<file path="src/rtl/spgd_adc_pkg.sv">
// -----------------------------------------------------------------------------
// spgd_adc_pkg
// Shared definitions for the SPGD ADC receive path.
//   ADC_WIDTH_DEFAULT  default raw ADC word width
//   ADC_OFFSET_ZERO    offset-binary code that represents zero
//   offset_to_twos()   offset-binary -> signed two's complement conversion.
//                      The DAC-side converter can use the same function in the
//                      opposite direction, because the mapping is its own inverse
//                      on the raw bits.
//   fsm_state_t        receive-path enable FSM states
// -----------------------------------------------------------------------------
package spgd_adc_pkg;

    localparam int ADC_WIDTH_DEFAULT = 12;
    localparam int ADC_OFFSET_ZERO   = 1 << (ADC_WIDTH_DEFAULT - 1);

    typedef enum logic {
        DISABLED = 1'b0,
        RUN      = 1'b1
    } fsm_state_t;

    // Subtracting half scale is the same as inverting the MSB of a
    // width-bit offset-binary word and reading the result as signed.
    // The caller size-casts the return value back to its own width.
    function automatic logic signed [31:0] offset_to_twos(
        input logic [31:0] raw,
        input int unsigned width
    );
        return $signed(raw) - $signed(32'd1 << (width - 1));
    endfunction

endpackage : spgd_adc_pkg

</file>
<file path="src/rtl/adc_block_avg.sv">
// -----------------------------------------------------------------------------
// adc_block_avg
// Block averager for the ADC receive path. It sums 2^DECIM_LOG2 converted
// samples and returns the sum arithmetically shifted right by DECIM_LOG2. The
// shift rounds toward minus infinity. With DECIM_LOG2 = 0 every sample is
// passed straight through as a result.
// Ports:
//   clk, rst      clock, asynchronous active-high reset
//   flush         clear the accumulator and counter, and drop any sample
//                 presented in the same cycle
//   conv          signed converted sample
//   conv_valid    conv is a new sample
//   result        signed average, sign-extended to OUT_WIDTH (combinational)
//   result_valid  result is valid this cycle (the final sample of a block)
// -----------------------------------------------------------------------------
module adc_block_avg #(
    parameter int ADC_WIDTH  = 12,
    parameter int OUT_WIDTH  = 16,
    parameter int DECIM_LOG2 = 0
) (
    input  logic                        clk,
    input  logic                        rst,
    input  logic                        flush,
    input  logic signed [ADC_WIDTH-1:0] conv,
    input  logic                        conv_valid,
    output logic signed [OUT_WIDTH-1:0] result,
    output logic                        result_valid
);

    // The sum of 2^DECIM_LOG2 ADC_WIDTH-bit samples always fits in this width.
    localparam int ACC_W = ADC_WIDTH + DECIM_LOG2;
    localparam int CNT_W = (DECIM_LOG2 > 0) ? DECIM_LOG2 : 1;
    localparam logic [CNT_W-1:0] CNT_LAST = CNT_W'((1 << DECIM_LOG2) - 1);

    logic signed [ACC_W-1:0] acc;
    logic signed [ACC_W-1:0] sum;
    logic signed [ACC_W-1:0] shifted;
    logic        [CNT_W-1:0] cnt;
    logic                    last;
    logic                    take;

    assign take    = conv_valid && !flush;
    assign last    = (cnt == CNT_LAST);
    // The size cast of a signed operand sign-extends it.
    assign sum     = acc + ACC_W'(conv);
    assign shifted = sum >>> DECIM_LOG2;

    // The value after the shift fits in ADC_WIDTH bits, so resizing it to
    // OUT_WIDTH only sign-extends the value and never truncates it.
    assign result       = OUT_WIDTH'(shifted);
    assign result_valid = take && last;

    always_ff @(posedge clk or posedge rst) begin
        if (rst) begin
            acc <= '0;
            cnt <= '0;
        end else if (flush) begin
            acc <= '0;
            cnt <= '0;
        end else if (take) begin
            if (last) begin
                acc <= '0;
                cnt <= '0;
            end else begin
                acc <= sum;
                cnt <= cnt + CNT_W'(1);
            end
        end
    end

endmodule : adc_block_avg

</file>
<file path="src/rtl/adc_offset_to_twos_rx.sv">
// -----------------------------------------------------------------------------
// adc_offset_to_twos_rx
// Captures offset-binary ADC samples and converts them to two's complement.
// The samples are optionally block-averaged. Each result is presented on a
// valid/ready output toward the SPGD metric logic.
// Ports:
//   clk, rst        clock, asynchronous active-high reset
//   enable          conversion enable. When low, input samples and partial
//                   sums are discarded.
//   adc_data        offset-binary sample; adc_valid qualifies it for one cycle
//   m_data/m_valid  signed result and its handshake; m_ready accepts it
//   overrun         sticky flag: a result was dropped because the output
//                   still held an unaccepted result
//   clear_overrun   synchronous clear of overrun (a new overrun in the same
//                   cycle takes priority)
// -----------------------------------------------------------------------------
module adc_offset_to_twos_rx
    import spgd_adc_pkg::*;
#(
    parameter int ADC_WIDTH  = ADC_WIDTH_DEFAULT,
    parameter int OUT_WIDTH  = 16,
    parameter int DECIM_LOG2 = 0
) (
    input  logic                 clk,
    input  logic                 rst,
    input  logic                 enable,
    input  logic [ADC_WIDTH-1:0] adc_data,
    input  logic                 adc_valid,
    output logic [OUT_WIDTH-1:0] m_data,
    output logic                 m_valid,
    input  logic                 m_ready,
    output logic                 overrun,
    input  logic                 clear_overrun
);

    fsm_state_t                    state;
    fsm_state_t                    state_next;
    logic                          flush;

    logic                          s1_valid;
    logic signed [ADC_WIDTH-1:0]   s1_conv;

    logic signed [OUT_WIDTH-1:0]   avg_result;
    logic                          avg_valid;

    // ---------------------------------------------------------------- stage 1
    // NOTE: registers use non-blocking assignments, so every flop samples
    // values from before the clock edge, whatever order the blocks are in.
    always_ff @(posedge clk or posedge rst) begin
        if (rst) begin
            s1_valid <= 1'b0;
            s1_conv  <= '0;
        end else begin
            // When enable is low, this also clears stage-1 valid in the
            // cycle in which the FSM leaves RUN.
            s1_valid <= adc_valid && enable;
            if (adc_valid && enable) begin
                s1_conv <= ADC_WIDTH'(offset_to_twos(32'(adc_data), ADC_WIDTH));
            end
        end
    end

    // -------------------------------------------------------------------- FSM
    always_ff @(posedge clk or posedge rst) begin
        if (rst) begin
            state <= DISABLED;
        end else begin
            state <= state_next;
        end
    end

    // NOTE: every output of this block gets a default before the case
    // statement. Otherwise a path that skips an assignment would infer a latch.
    always_comb begin
        state_next = state;
        flush      = 1'b1;
        case (state)
            DISABLED: begin
                if (enable) begin
                    state_next = RUN;
                end
            end
            RUN: begin
                // When enable drops, the partial block and any sample still
                // in stage 1 are discarded.
                flush = !enable;
                if (!enable) begin
                    state_next = DISABLED;
                end
            end
            default: begin
                state_next = DISABLED;
            end
        endcase
    end

    // ---------------------------------------------------------------- stage 2
    adc_block_avg #(
        .ADC_WIDTH  (ADC_WIDTH),
        .OUT_WIDTH  (OUT_WIDTH),
        .DECIM_LOG2 (DECIM_LOG2)
    ) u_block_avg (
        .clk          (clk),
        .rst          (rst),
        .flush        (flush),
        .conv         (s1_conv),
        .conv_valid   (s1_valid),
        .result       (avg_result),
        .result_valid (avg_valid)
    );

    // -------------------------------------------------------- output register
    // A result that is waiting and not accepted is never overwritten. The new
    // result is dropped and overrun is flagged. Disabling the path does not
    // touch this register.
    always_ff @(posedge clk or posedge rst) begin
        if (rst) begin
            m_data  <= '0;
            m_valid <= 1'b0;
            overrun <= 1'b0;
        end else begin
            if (avg_valid) begin
                if (!m_valid || m_ready) begin
                    m_data  <= avg_result;
                    m_valid <= 1'b1;
                end
            end else if (m_ready) begin
                m_valid <= 1'b0;
            end

            if (avg_valid && m_valid && !m_ready) begin
                overrun <= 1'b1;
            end else if (clear_overrun) begin
                overrun <= 1'b0;
            end
        end
    end

endmodule : adc_offset_to_twos_rx

</file>
<file path="config.mk">
export PLATFORM = sky130hd
export DESIGN_NAME = adc_offset_to_twos_rx
export DESIGN_NICKNAME = d
export VERILOG_FILES = /design/src/rtl/spgd_adc_pkg.sv /design/src/rtl/adc_block_avg.sv /design/src/rtl/adc_offset_to_twos_rx.sv
export SDC_FILE = /design/constraint.sdc
export NUM_CORES = 1
export LEC_CHECK = 0
export ABC_AREA = 1
export CORE_ASPECT_RATIO = 0.5
export CORE_MARGIN = 2
export CORE_UTILIZATION = 40
export DETAILED_ROUTE_END_ITERATION = 7
export HOLD_SLACK_MARGIN = 0.05
export PLACE_DENSITY = 0.74
export SYNTH_ARGS = -nofsm -noshare
export SYNTH_HDL_FRONTEND = slang
export SYNTH_SLANG_ARGS = --single-unit
</file>
<file path="constraint.sdc">
create_clock -name clk -period 0.9 [get_ports clk]
set_input_delay 0.18 -clock clk [delete_from_list [all_inputs] [get_ports clk]]
set_output_delay 0.18 -clock clk [all_outputs]
set_load 0.03 [all_outputs]
</file>
**Word-level counts from Yosys, hierarchy flattened**

Index checks and enable logic that the tools add are counted.

- Bits in registers: 41
- Bits of input ports: 18
- Word-level logic and storage cells: 41

- Reductions and logical operators: 15
- Add/sub/neg operators: 3
- Equality and inequality tests: 1
- Bitwise operators: 1
- Mux-type cells: 13

Operators with widths:

| cell | count |
|---|---|
| two-way mux 12 bit | 3 |
| adder 12 bit | 1 |
| subtractor 12 bit (second input constant) | 1 |
| two-way mux 1 bit | 10 |
| nonzero test 2 bit | 3 |
| logical AND 1 bit | 5 |
| zero test 1 bit | 4 |
| AND reduction 2 bit | 2 |
| != test 2 x 1 -> 1 bit (second input constant) | 1 |
| adder 1 bit (second input constant) | 1 |
| logical OR 1 bit | 1 |
| inverter 1 bit | 1 |

**Logic depth before layout (Yosys ltp)**

- Depth in word-level cells: 8
- Gate-level depth with buffers: 6

**Modules after synthesis**

Synthesis repeated with hierarchy kept, for this count alone.

- Cell total of the unflattened synthesis: 150
- Area total of the unflattened synthesis: 1,372.6 um2

By module, submodules not included:

| module | area an instance (um2) | times used | cells each |
|---|---|---|---|
| adc_offset_to_twos_rx | 1,242.4 | 1 | 132 |
| adc_block_avg | 130.1 | 1 | 18 |

**Worst setup path before layout**

OpenSTA, ideal clock, no wires.

- Path type: register to register
- From: reg m_valid
- To: reg m_data[11] (netlist name)
- Required time: 0.782 ns
- Arrival: 0.988 ns
- Path slack: -0.207 ns
- Path buffers: 1
- Cell stages (with the launch flop): 5
- Cells stage by stage: dfrtp_1 -> nand2_1 -> buf_2 -> nand3_1 -> nand2_1

- Cells in the longest elaborated chain, start to end: 3

Ends and longest elaborated chain:

| what | RTL line | source |
|---|---|---|
| start: declaration | adc_offset_to_twos_rx.sv:30 | `output logic m_valid,` |
| start signal: assignment | adc_offset_to_twos_rx.sv:119 | `m_valid <= 1'b0;` |
| start signal: assignment | adc_offset_to_twos_rx.sv:125 | `m_valid <= 1'b1;` |
| start signal: assignment | adc_offset_to_twos_rx.sv:128 | `m_valid <= 1'b0;` |
| zero test 1 bit | adc_offset_to_twos_rx.sv:123 | `if (!m_valid \|\| m_ready) begin` |
| logical OR 1 bit | adc_offset_to_twos_rx.sv:123 |  |
| AND reduction 2 bit (no line) | - |  |

Every way passes these cells.
A chain may end at the register's enable or synchronous reset.

**Worst setup path in the final report**

- From: reg m_valid
- To: out m_valid

No word-level cell between the ends.

==> flow_metrics.tcl <==
set metrics [dict create \
    outcome "complete, but fails checks" \
    violations "setup timing" \
    via_count_of_the_first_global_routing_pass 897 \
    path_max_fanout 2 \
    cts_max_level 1 \
    cpLargestDelayFamily "flip-flops" \
    area_growth_pct 67.2 \
    power.leakage_nw 0.956 \
    worst_hold_slack_ns 0.221 \
    number_of_pins_exceeding_their_max_slew_limit_in_the_final_report 0 \
    wl_um 3160 \
    clk-insertion-delay-late_ns 0.28 \
    post-route-drc-count 0 \
    crit_path_cell_trace "buf_6" \
    antennaDiodeCount 0 \
    synthesized_instance_count 121 \
    timing.final.ws_setup_ns -0.180 \
    cts_buffers 3 \
    synth.avg_cell_area_um2 9.19 \
    cts_hold_buf 0 \
    clock_sinks 28 \
    synth.ff_latch_count 28 \
    tritoncts "built" \
    power_density_nw_per_um2 1930 \
    globalRouteTotalUtil_pct 19.1 \
    clkSlewWorstSetupHoldPaths_ns 0.10 \
    launching_element_type_of_the_critical_path "flop" \
    critPathKind "reg2out" \
    dieHeight_um 41.3 \
    synth_warnings 0 \
    netlist-cell-type-count 11 \
    syn_area_um2 1110 \
    multi_input_area_um2 414 \
    synth_edf_count 0 \
    routed-via-count 1024 \
    grt_setup_unrepaired "yes" \
    final-seq-area_um2 703 \
    die_x_um 78.6 \
    worstHoldPathType "in2async" \
    finalHoldViolCount 0 \
    initial_utilization_pct 42.5 \
    route.detailed.wl_per_inst_um 14.6 \
    fmax_ghz 0.926 \
    grt_antenna_before_repair 0 \
    io_buffer_count 35 \
    critPathSlowestCell "dfrtp_2" \
    grt_first_pass_wirelength_um 4270 \
    synthFlopType "dfrtp_1" \
    crit_buf_inv 1 \
    clock_path_buffers 2 \
    cell_types_with_the_largest_area_share_after_synthesis "dfrtp_1, nand2_1, nand3_1" \
    synth.largest_area_cell "dfrtp_1" \
    routabilityCongestion 0.758 \
    max_cap_violations 0 \
    power_mw 3.58 \
    synth-async-reset-ratio_pct 100 \
    yosysTopAreaCellShare_pct 63.0 \
    final_period_minus_worst_setup_slack_ns 1.08 \
    drt.antenna.violating_nets 0 \
    drtIter0Drc 133 \
    critical_path.endpoint_type "primary output" \
    fillCellCount 187 \
    syn-num-nets 139 \
    max-slew-margin-rel_pct 86.3 \
    cp_data_arrival_time_ns 0.90 \
    grt_max_degree 29 \
    root_driver "clkbuf_8" \
    yosys-top-cells-count "nand2_1, dfrtp_1, nand3_1, buf_4, inv_1" \
    global_route.overflow_total 0 \
    final_net_count 198 \
    final_layout_size_suffix_gt1_share_pct 39.1 \
    cp_data_required_time_ns 0.72 \
    top_level_ports 36 \
    final_setup_skew_ns 0.0123 \
    routed_via_density 4.74 \
    setup_violations 30 \
    vdd_ir_drop_max_uv 960 \
    synth.yosys.seq_area_share_pct 63.0 \
    core-area_um2 2620 \
    critPathMaxStageDelay_ns 0.46 \
    post-route-period-util_pct 120 \
    dp.final_hpwl_um 1680 \
    dr.pass1.iters 6 \
    rows 13 \
    dieArea_um2 3240 \
    worst_pin_slew_ns 0.205 \
    most_common_cell_in_the_netlist "nand2_1" \
]
-- worst paths after layout --
kind,cells after the start,slack (ns),endpoint,start
setup / recovery,1,-0.18,m_valid,m_valid
hold / removal,3,0.22,overrun,rst
setup reg to reg,6,-0.16,m_data[6],s1_valid
hold reg to reg,2,0.50,s1_conv[1],s1_conv[1]
max in group asynchronous,3,0.51,s1_conv[7],rst
min in group clk,1,0.27,state,enable
-- cell usage in the layout (no fill, tap or decap), types with 2 or more instances in the layout --
cell type        count
nand2_2              7
nand2_8              2
nand3_2              3
inv_2                2
dfrtp_2              2
clkdlybuf4s50_1     15
buf_4               24
inv_1                2
nand2_4              2
clkinvlp_4           2
buf_6               17
buf_12               2
nand3_1             10
nand2_1             53
dfrtp_1             26
clkbuf_8             4
-- cell type report --
class	count	area share, %
Timing Repair Buffer	61	32.8
Timing Repair inverter	1	0.404
Tap cell	37	2.49
Sequential cell	28	37.8
Multi-Input combinational cell	80	22.3
Inverter	5	1.21
Clock buffer	4	2.96
-- cells by family after synthesis --
| logic type | share of synthesized area, % |
|---|---|
| simple gates | 28.3 |
| buf+inv | 7.65 |
| flops | 63.0 |
| compound gates | 1.01 |
-- state kept, by name (all words and copies together) (netlist names) --
signal    cells
overrun       1
state         1
s1_conv      12
s1_valid      1
m_data       12
m_valid       1
-- where the power goes --
part           internal [mW]  switching, mW
Combinational          0.580          0.622
Clock                  0.392          0.386
Sequential              1.44          0.157
-- stage by stage --
step	std cells	utilization (%)	setup slack (ns)	setup TNS [ns]	cell area [µm²]
after detailed placement	193	57.5	-0.472	-11.01	1510
after CTS	211	68.9	-0.178	-3.86	1800
final	216	71.0	-0.180	-3.81	1860
after global routing	216	71.0	-0.215	-5.02	1860
after global placement	193	57.5	-0.427	-10.28	1510
after floorplan	121	-	-0.0654	-0.685	1130
-- routing by layer --
metal  GRT usage (%)  vias to the layer above  wire length [µm]
met2            34.0                       37              1520
li1                -                      491                 -
met1            21.6                      489              1440
met3            5.39                        7               148
met4            13.6                        0                51
met5               0                        -                 0
-- repair_timing --
action | 4_1_cts | 5_1_grt
setup buffers | 11 | 5
gates resized for setup | 34 | 6
endpoints found under the setup margin | 43 | 41
cloned | 3 | 0
pin swaps | 5 | 5
No activity file was read; power rests on OpenSTA's default activity.
==> patch 1 (same flow settings) <==
`ADC_WIDTH_DEFAULT`: 12 -> 13.
--- a/src/rtl/spgd_adc_pkg.sv
+++ b/src/rtl/spgd_adc_pkg.sv
@@ -11,7 +11,7 @@
 // -----------------------------------------------------------------------------
 package spgd_adc_pkg;
 
-    localparam int ADC_WIDTH_DEFAULT = 12;
+    localparam int ADC_WIDTH_DEFAULT = 13;
     localparam int ADC_OFFSET_ZERO   = 1 << (ADC_WIDTH_DEFAULT - 1);
 
     typedef enum logic {
Interface: changed (resized adc_data); port bits go from 36 to 37. The function was not compared with the original's and may differ.
==> patch 1 against the unedited design <==
The run still ends with setup timing left; total power grew 15%; non-clock buffer count grew 3; wire length grew 0.73%; sequential cell count grew 2; critical path depth grew 5; cell area grew 11%; synthesized area grew 6.0%; setup slack gained 0.011 ns; critical endpoint is now m_data[5]$_DFFE_PP0P_; highest routed layer unchanged.
==> patch 1: results (changes against the unedited design) <==
metric,value,unit,change
status,"complete, but fails checks",,
failed_checks,setup timing,,
drive_gt1_share,42.5,%,+3.4 points
routed_via_density,4.73,,-0.31%
reg_top3,"m_data x13, s1_conv x13",,
fin_ws,-0.169,ns,+0.0109 ns
layout.nets,211,,+6.6%
hold_ws,0.237,ns,+0.0164 ns
worst_r2r_endpoint,m_data[5]$_DFFE_PP0P_,,
finalSetupViolations,33,,+10%
met2_length,1650,um,+9.1%
crit_family,simple AND/OR/NAND/NOR gates,,
syn_avg_cell_area,9.21,um^2,+0.17%
grt_start_max_net_pins,31,,+6.9%
cts_made_buffers,5,,+2
netlist_top_cells_area,"dfrtp_1 64%, nand2_1 21%, nand3_1 5.9%",,
synth-compound-area-share,0.955,%,-0.057 points
worst_slew_pin_slew,0.169,ns,-0.0363 ns
syn-num-nets,147,,+5.8%
route.met3.wl,139,um,-6.1%
critPathKind,reg2reg,,
wl_met1,1340,um,-7.2%
ir_drop,1260,uV,+31%
clock_skew,0.00514,ns,-0.00714 ns
cp_max_fo,7,,+5
drtPass1Iterations,4,,-2
cp.arrival,1.23,ns,+0.33 ns
place_inst,205,,+6.2%
use_met1,21.9,%,+0.32 points
place_ws,-0.416,ns,+0.0560 ns
slowest_delay,0.39,ns,-0.07 ns
place_congestion,0.785,,+3.6%
[patch 1: changes by cell type after synthesis]
cell | unedited run | this run
dfrtp_1 | 28 | 30
nand2_1 | 62 | 67
nand3_1 | 13 | 14
buf_4 | 6 | 5
[patch 1: power by group through the flow]
stage	Sequential [mW]	Clock, mW	Combinational, mW
after floorplan	1.92	0	0.313
after global placement	1.69	0	0.915
after CTS	1.70	1.12	1.16
final	1.71	1.10	1.30
after detailed placement	1.70	0	0.932
after global routing	1.73	1.19	1.39
[patch 1: cell type report]
class | instances | area, um^2 | area share, %
flip-flops and latches | 30 | 753 | 36.4
repair buffers | 64 | 674 | 32.6
multi-input cells | 86 | 484 | 23.4
clock buffers | 7 | 86.3 | 4.17
well taps | 37 | 46.3 | 2.24
inverters | 5 | 18.8 | 0.907
clock inverters | 1 | 5.00 | 0.242
[patch 1: repair_timing]
action,in CTS,in global routing
gates cloned,0,1
setup buffers,9,7
hold buffers,0,0
pin swaps,10,14
gates resized for setup,35,19
setup endpoints to repair,45,42
==> patch 2 (same settings) <==
Made on the original files. Register the output `overrun` once more, with the module's reset; this adds one clock of latency there. The other outputs are not delayed to match.
--- a/src/rtl/adc_offset_to_twos_rx.sv
+++ b/src/rtl/adc_offset_to_twos_rx.sv
@@ -32,6 +32,8 @@
     output logic                 overrun,
     input  logic                 clear_overrun
 );
+
+    logic overrun_s0;
 
     fsm_state_t                    state;
     fsm_state_t                    state_next;
@@ -117,7 +119,7 @@
         if (rst) begin
             m_data  <= '0;
             m_valid <= 1'b0;
-            overrun <= 1'b0;
+            overrun_s0 <= 1'b0;
         end else begin
             if (avg_valid) begin
                 if (!m_valid || m_ready) begin
@@ -129,10 +131,18 @@
             end
 
             if (avg_valid && m_valid && !m_ready) begin
-                overrun <= 1'b1;
+                overrun_s0 <= 1'b1;
             end else if (clear_overrun) begin
-                overrun <= 1'b0;
+                overrun_s0 <= 1'b0;
             end
+        end
+    end
+
+    always_ff @(posedge clk or posedge rst) begin
+        if (rst) begin
+            overrun <= '0;
+        end else begin
+            overrun <= overrun_s0;
         end
     end
 
Formal check against the unedited RTL: not equivalent (a bounded check fails within 4 cycles, from zero or initial values and one cycle with rst high).
==> patch 2 against the unedited design <==
Sequential cell count up 1; synthesized area up 2.2%; setup slack lost 0.0074 ns; combinational power shrank 6%; non-clock buffer count shrank 8; the run still ends with setup timing left; cell count shrank 1.9%; fmax fell by 0.68%; cell area rose by 3.3%; total power up 7.3%; clock power is 35% higher; wire length increased by 2.4%; critical path depth unchanged.
==> patch 2: results (changes against the unedited design) <==
metric,value,unit,change
status,"complete, but fails checks",,
cp_max_fo,6,,+4
ctsResizeCount,30,,-12%
grt_use_total,17.4,%,-1.7 points
yosys-top-cells-count,"62 x nand2_1, 29 x dfrtp_1, 13 x nand3_1",,
syn-num-nets,140,,+0.72%
yosys_register_bits,29,,+3.6%
comb_power_share,29.4,%,-4.1 points
slew_headroom,85.4,%,-0.92 points
first_iter_violations,62,,-53%
use_met3,7.17,%,+1.8 points
sh_seq_area,37.9,%,+0.096 points
grt_pass1_wl,4130,um,-3.4%
path_clk_slew,0.06,ns,-0.04 ns
cts_made_buffers,5,,+2
grt_util_met2,22.0,%,-12 points
ir_drop,1190,uV,+24%
nFillCells,185,,-1.1%
drtPass1Iterations,4,,-2
met2_length,1490,um,-1.6%
route.met3.wl,249,um,+68%
grt_pass1_vias,854,,-4.8%
crit_family,flip-flops,,
buffers,53,,-13%
fin_ws,-0.187,ns,-0.00742 ns
place_ws,-0.450,ns,+0.0219 ns
p_clk_share,27.4,%,+5.7 points
nonClkBufAreaFrac,29.6,%,-3.3 points
slowest_delay,0.44,ns,-0.02 ns
vias,1021,,-0.29%
post_cts_buffers,6,,-5
synth-compound-area-share,0.990,%,-0.022 points
dp_hpwl,1660,um,-0.94%
p_leak,0.950,nW,-0.72%
synthMuxAreaShare,0,%,unchanged
netlist_top_cells_area,"dfrtp_1 64%, nand2_1 20%, nand3_1 5.7%",,
use_met1,25.9,%,+4.3 points
p_per_area,2000,mW/mm^2,+3.8%
setup_tns,-4.19,ns,-0.383 ns
finalSetupViolations,33,,+10%
antenna_found_initial,0,,unchanged
diodes,0,,unchanged
clock_area_share,4.50,%,+1.5 points
wl_per_cell,15.3,um,+4.4%
failed_checks,setup timing,,
[patch 2: cell types whose count changed after synthesis]
cell	change
dfrtp_1	+1
[patch 2: through the flow]
stage | cells | area [um^2]
4_1_cts | 207 | 1780
3_3_place_gp | 192 | 1520
2_1_floorplan | 122 | 1150
6_report | 212 | 1920
5_1_grt | 212 | 1920
3_5_place_dp | 192 | 1520
[patch 2: path summary, 6_finish.rpt]
| path | from | endpoint | slack, ns | cells after the start |
|---|---|---|---|---|
| hold reg to reg | overrun_s0$_DFFE_PP0P_ | overrun$_DFF_PP0_ | 0.38 | 0 |
| setup reg to reg | s1_valid$_DFF_PP0_ | m_data[6]$_DFFE_PP0P_ | -0.17 | 6 |
| setup / recovery | m_data[11]$_DFFE_PP0P_ | m_data[13] | -0.19 | 1 |
| hold / removal | rst | m_data[10]$_DFFE_PP0P_ | 0.22 | 3 |
| max in group asynchronous | rst | m_data[11]$_DFFE_PP0P_ | 0.51 | 3 |
| min in group clk | enable | state$_DFF_PP0_ | 0.25 | 1 |
